### src/rtl/vx_csa_accum.sv
// Streaming multi-operand accumulator: each beat is folded into a carry-save
// (sum, carry) pair; one carry-propagate add resolves the total per packet.
module vx_csa_accum #(
    parameter int N     = 4,
    parameter int W     = 8,
    parameter int ACC_W = 24,
    parameter int CNT_W = 8
) (
    input  logic             clk,
    input  logic             reset,
    input  logic             valid_in,
    output logic             ready_in,
    input  logic [N*W-1:0]   data_in,
    input  logic             last_in,
    output logic             valid_out,
    input  logic             ready_out,
    output logic [ACC_W-1:0] data_out,
    output logic [CNT_W-1:0] beats_out
);

    localparam int M = N + 2;

    // state    | meaning
    // ST_ACCUM  | accepting beats, folding into carry-save state
    // ST_RESOLVE| single CPA of sum+carry into data_out, clear state
    // ST_HOLD   | result presented, waiting for ready_out
    typedef enum logic [1:0] {
        ST_ACCUM   = 2'd0,
        ST_RESOLVE = 2'd1,
        ST_HOLD    = 2'd2
    } state_t;

    state_t           state_q, state_d;
    logic [ACC_W-1:0] sum_q, sum_d;
    logic [ACC_W-1:0] carry_q, carry_d;
    logic [CNT_W-1:0] cnt_q, cnt_d;
    logic             ready_in_q, ready_in_d;
    logic             valid_out_q, valid_out_d;
    logic [ACC_W-1:0] data_out_q, data_out_d;
    logic [CNT_W-1:0] beats_out_q, beats_out_d;

    logic [ACC_W-1:0] red_sum;
    logic [ACC_W-1:0] red_carry;

    // Wallace-style reduction: each level groups operands in threes through
    // 3:2 compressors until only two vectors remain; leftovers pass through.
    always_comb begin : reduce_tree
        logic [ACC_W-1:0] cur [M];
        logic [ACC_W-1:0] nxt [M];
        logic [ACC_W-1:0] op_a;
        logic [ACC_W-1:0] op_b;
        logic [ACC_W-1:0] op_c;
        int               cnt;
        int               grp;
        int               rem;

        for (int i = 0; i < N; i++) begin
            cur[i] = ACC_W'(data_in[i*W +: W]);
        end
        cur[N]   = sum_q;
        cur[N+1] = carry_q;
        cnt      = M;
        grp      = 0;
        rem      = 0;
        op_a     = '0;
        op_b     = '0;
        op_c     = '0;

        for (int lvl = 0; lvl < M; lvl++) begin
            nxt = cur;
            if (cnt > 2) begin
                grp = cnt / 3;
                rem = cnt - 3 * grp;
                for (int g = 0; g < M / 3; g++) begin
                    if (g < grp) begin
                        op_a       = cur[3*g];
                        op_b       = cur[3*g+1];
                        op_c       = cur[3*g+2];
                        nxt[2*g]   = op_a ^ op_b ^ op_c;
                        nxt[2*g+1] = ((op_a & op_b) | (op_a & op_c) | (op_b & op_c)) << 1;
                    end
                end
                for (int r = 0; r < 2; r++) begin
                    if (r < rem) begin
                        nxt[2*grp+r] = cur[3*grp+r];
                    end
                end
                cnt = 2 * grp + rem;
            end
            cur = nxt;
        end

        red_sum   = cur[0];
        red_carry = cur[1];
    end

    always_comb begin
        state_d     = state_q;
        sum_d       = sum_q;
        carry_d     = carry_q;
        cnt_d       = cnt_q;
        ready_in_d  = ready_in_q;
        valid_out_d = valid_out_q;
        data_out_d  = data_out_q;
        beats_out_d = beats_out_q;

        case (state_q)
            ST_ACCUM: begin
                if (valid_in && ready_in_q) begin
                    sum_d   = red_sum;
                    carry_d = red_carry;
                    if (cnt_q != '1) begin
                        cnt_d = cnt_q + 1'b1;
                    end
                    if (last_in) begin
                        state_d    = ST_RESOLVE;
                        ready_in_d = 1'b0;
                    end
                end
            end
            ST_RESOLVE: begin
                data_out_d  = sum_q + carry_q;
                beats_out_d = cnt_q;
                valid_out_d = 1'b1;
                sum_d       = '0;
                carry_d     = '0;
                cnt_d       = '0;
                state_d     = ST_HOLD;
            end
            ST_HOLD: begin
                if (ready_out) begin
                    valid_out_d = 1'b0;
                    ready_in_d  = 1'b1;
                    state_d     = ST_ACCUM;
                end
            end
            default: begin
                state_d     = ST_ACCUM;
                ready_in_d  = 1'b1;
                valid_out_d = 1'b0;
            end
        endcase
    end

    always_ff @(posedge clk) begin
        if (reset) begin
            state_q     <= ST_ACCUM;
            sum_q       <= '0;
            carry_q     <= '0;
            cnt_q       <= '0;
            ready_in_q  <= 1'b1;
            valid_out_q <= 1'b0;
            data_out_q  <= '0;
            beats_out_q <= '0;
        end else begin
            state_q     <= state_d;
            sum_q       <= sum_d;
            carry_q     <= carry_d;
            cnt_q       <= cnt_d;
            ready_in_q  <= ready_in_d;
            valid_out_q <= valid_out_d;
            data_out_q  <= data_out_d;
            beats_out_q <= beats_out_d;
        end
    end

    assign ready_in  = ready_in_q;
    assign valid_out = valid_out_q;
    assign data_out  = data_out_q;
    assign beats_out = beats_out_q;

endmodule

### config.mk
export PLATFORM = sky130hd
export DESIGN_NAME = vx_csa_accum
export DESIGN_NICKNAME = d
export VERILOG_FILES = /design/src/rtl/vx_csa_accum.sv
export SDC_FILE = /design/constraint.sdc
export NUM_CORES = 1
export LEC_CHECK = 0
export ABC_AREA = 1
export CORE_MARGIN = 2
export CORE_UTILIZATION = 45
export DETAILED_ROUTE_END_ITERATION = 8
export PLACE_DENSITY_LB_ADDON = 0.1
export SYNTH_ARGS = -nofsm -noshare
export SYNTH_HDL_FRONTEND = slang
export SYNTH_SLANG_ARGS = --single-unit
### constraint.sdc
create_clock -name clk -period 2.92 [get_ports clk]
set_clock_uncertainty 0.1 [all_clocks]
set_input_delay 0.438 -clock clk [delete_from_list [all_inputs] [get_ports clk]]
set_output_delay 0.438 -clock clk [all_outputs]
set_load 0.01 [all_outputs]
==> metrics.md <==
| Metric | Value |
|---|---|
| Status | `finished clean` |
| Final worst-path cycle share | `0.922` |
| Final Hold Fails | `0` |
| Hold crit path type | `flip-flop to flip-flop` |
| CTS tree | `yes` |
| Detail Route Antenna Nets | `0` |
| Worst-Skew Late Latency | `0.35 ns` |
| Hold_buf cts | `0` |
| Die area | `14,200 um^2` |
| H-tree depth | `3` |
| Critical Path End Type | `flip-flop` |
| Initial antenna violation count | `0` |
| Critical Path Start Type | `primary input` |
| Overflow left after global routing | `0` |
| Crit-path max FO | `1` |
| Post-CTS Resized | `0` |
| Post-DP HPWL | `10,000 um` |
| I/O pin total | `71` |
| Die X | `119 um` |
| Total Wirelength | `between 10,000 and 15,000 um` |
| Worst slew margin | `0.565` |
| Worst Hold Launch | `data_out[10]$_SDFFE_PP0P_` |
| PD cells | `about 500 nW/um^2` |
| R2R Path End | `sum_q[6]$_SDFFE_PP0P_` |
| MaxCap Viol Count | `0` |
| Clk buf depth | `2` |
| Lkg Pwr | `0.00300 uW` |
| R2r setup slk | `0.47 ns` |
| Sw frac | `0.315` |
| DRT Pass-1 Iters | `4` |
| Final setup vio count | `0` |
| Share of cells above drive strength 1 | `0.0660` |
| Ys flop type | `dfxtp_1` |
| Gpl congestion | `approximately 0.86` |
| Port buffer count | `70` |
| Largest net degree at the start of global routing | `52` |
| Dpl cell area | `6770 um^2` |
| First-pass GRT wire length | `23,400 um` |
| Placement row count | `between 40 and 50` |
| Setup Buffers After CTS | `0` |
| Max Freq | `371 MHz` |
| RSZ-0062 raised after global routing | `false` |
| Final Cell Area | `7070 um^2` |
| Number of synthesized flops with an enable pin | `0` |
| Seq pwr share | `0.388` |
| Post-synthesis sequential area ratio | `0.303` |
| Clock transition at path regs | `0.06 ns` |
| R2R cell count | `6` |
| Total track usage | `0.204` |
| Critical path arrival | `between 2 and 3 ns` |
| DRC violations left | `0` |
| Vias in the first global route | `about 4,900` |
| Clock share of power | `0.326` |
| Core Box Area | `13,100 um^2` |
| Pins Over Slew Limit | `0` |
| Yosys Warn Count | `0` |
| Final hold slack | `0.354 ns` |
| Vias/cell | `4.78` |
| Period minus WS final | `2.69 ns` |
| Asr flop ratio synth | `0` |
| Final setup margin | `0.228 ns` |
| # diodes | `0` |
| Switch Pwr | `1130 uW` |
| CTS Sinks | `90` |
| Seq cells post-synth | `90` |
| Reg2Reg Launch Point | `carry_q[6]$_SDFFE_PP0P_` |
| Initial Util | `0.454` |
| Fillcell total | `roughly 1,300` |
| Comb pwr share | `0.287` |
| Net Count, Synth | `898` |
| Mapped Avg Cell Area | `about 7.6 um^2` |
| CP Data Required Time | `3.10 ns` |
| End of the worst hold path | `data_out[10]$_SDFFE_PP0P_` |
| Final #Nets | `~960` |
| Mapped Cells | `779` |
| Cell Area, Synth | `5950 um^2` |
| Hold Path Stages | `2` |
| Number of buffers created by CTS | `9` |
| DRT iter0 DRCs | `229` |
| Internal power | `roughly 2500 uW` |
| Clock root cell | `clkbuf_16` |
| Max IR drop VDD | `0.000527 V` |
| Via count | `4,895` |
| Synth cell types | `42` |
| Kind of critical path | `primary input to flip-flop` |
| Worst Tran Pin Value | `0.651 ns` |
| Die height | `about 120 um` |
| Synthesis-to-finish area growth | `18.9%` |
| Routed len/inst | `13.0 um` |
| Pre-CTS WS | `-0.163 ns` |
| Total power | `3600 uW` |
per-layer routing:
| layer | track usage | wire [um] | vias up |
|---|---|---|---|
| met5 | 0 | 0 | - |
| met4 | 0.0446 | 93 | 0 |
| met3 | 0.0407 | 453 | 5 |
| met2 | 0.341 | 6230 | 75 |
| met1 | 0.275 | 6590 | 2297 |
| li1 | - | - | 2518 |
sequential cells by signal, indices dropped and copies added, names as in the netlist:
name       cells
ready_in       1
carry_q       22
valid_out      1
cnt_q          8
beats_out      8
data_out      24
sum_q         24
state_q        2
layout make-up:
| type | count | area, um^2 | area share |
|---|---|---|---|
| inverter | 148 | 563 | 0.0796 |
| sequential | 90 | 1800 | 0.255 |
| clock inverter | 4 | 51.3 | 0.00725 |
| clock buffer | 12 | 246 | 0.0349 |
| timing repair buffer | 73 | 731 | 0.103 |
| tap | 176 | 220 | 0.0311 |
| multi-input combinational | 521 | 3460 | 0.489 |
critical path, cell delays in order:
cell and delay [ns]:
clkdlybuf4s50_1 0.43, fa_1 0.53, inv_1 0.05, fa_1 0.50, fa_1 0.48, or2_2 0.31, a21oi_1 0.13
cells by family after synthesis:
family | synth area share
xor+xnor | 0.00737
flops | 0.303
fa+ha+maj | 0.227
buf+inv | 0.116
simple gates | 0.246
compound gates | 0.101
cell usage after synthesis (3+ instances only):
master	count	area share
nor3_2	3	0.0050
inv_4	3	0.0032
a21oi_1	54	0.045
buf_2	6	0.0050
or2_1	5	0.0053
or2_2	11	0.012
fa_1	43	0.14
nand2_2	6	0.0063
nor3_1	4	0.0034
o21ai_0	29	0.024
nand3_1	32	0.027
nand4_1	3	0.0032
a22o_1	3	0.0044
clkbuf_1	8	0.0050
nor2_1	47	0.030
o22ai_1	14	0.015
nor2_4	5	0.0095
xor2_1	3	0.0044
nand2_1	198	0.12
dfxtp_1	90	0.30
nor2_2	3	0.0032
ha_1	39	0.082
inv_1	143	0.090
buf_6	5	0.0095
how the worst max path moves through the flow:
stage | from | endpoint | slack, ns | depth (start not counted)
2_1_floorplan | data_in[4] | sum_q[4]$_SDFFE_PP0P_ | 0.38 | 6
3_3_place_gp | data_in[6] | sum_q[6]$_SDFFE_PP0P_ | -0.1 | 7
3_5_place_dp | data_in[4] | sum_q[4]$_SDFFE_PP0P_ | -0.16 | 7
4_1_cts | data_in[4] | sum_q[4]$_SDFFE_PP0P_ | 0.22 | 7
5_1_grt | data_in[6] | sum_q[6]$_SDFFE_PP0P_ | 0.12 | 7
6_report | data_in[6] | sum_q[6]$_SDFFE_PP0P_ | 0.23 | 7
placed cells by master (no fill, tap or decap), types with 3 or more instances in the layout:
cell type	instances
nand2_1	198
inv_1	143
dfxtp_1	90
clkdlybuf4s50_1	69
a21oi_1	54
nor2_1	47
fa_1	43
ha_1	39
nand3_1	32
o21ai_0	29
o22ai_1	14
or2_2	11
clkbuf_16	9
nand2_2	6
or2_1	5
nor2_4	5
nor3_1	4
nand4_1	3
xor2_1	3
nor3_2	3
inv_4	3
nor2_2	3
a22o_1	3
power groups by stage:
stage	Sequential [uW]	Combinational [uW]	Clock, uW
3_3_place_gp	1420	1010	0
5_1_grt	1410	1230	1240
2_1_floorplan	1410	753	0
3_5_place_dp	1420	1050	0
6_report	1390	1030	1170
4_1_cts	1400	1050	1200
stage by stage:
step | instances | setup TNS, ns | util
4_1_cts | 1024 | 0 | 0.540
3_5_place_dp | 1008 | -0.877 | 0.518
3_3_place_gp | 1008 | -0.565 | 0.518
2_1_floorplan | 779 | 0 | -
6_report | 1024 | 0 | 0.540
5_1_grt | 1024 | 0 | 0.540
(Power assumes the default switching activity.)
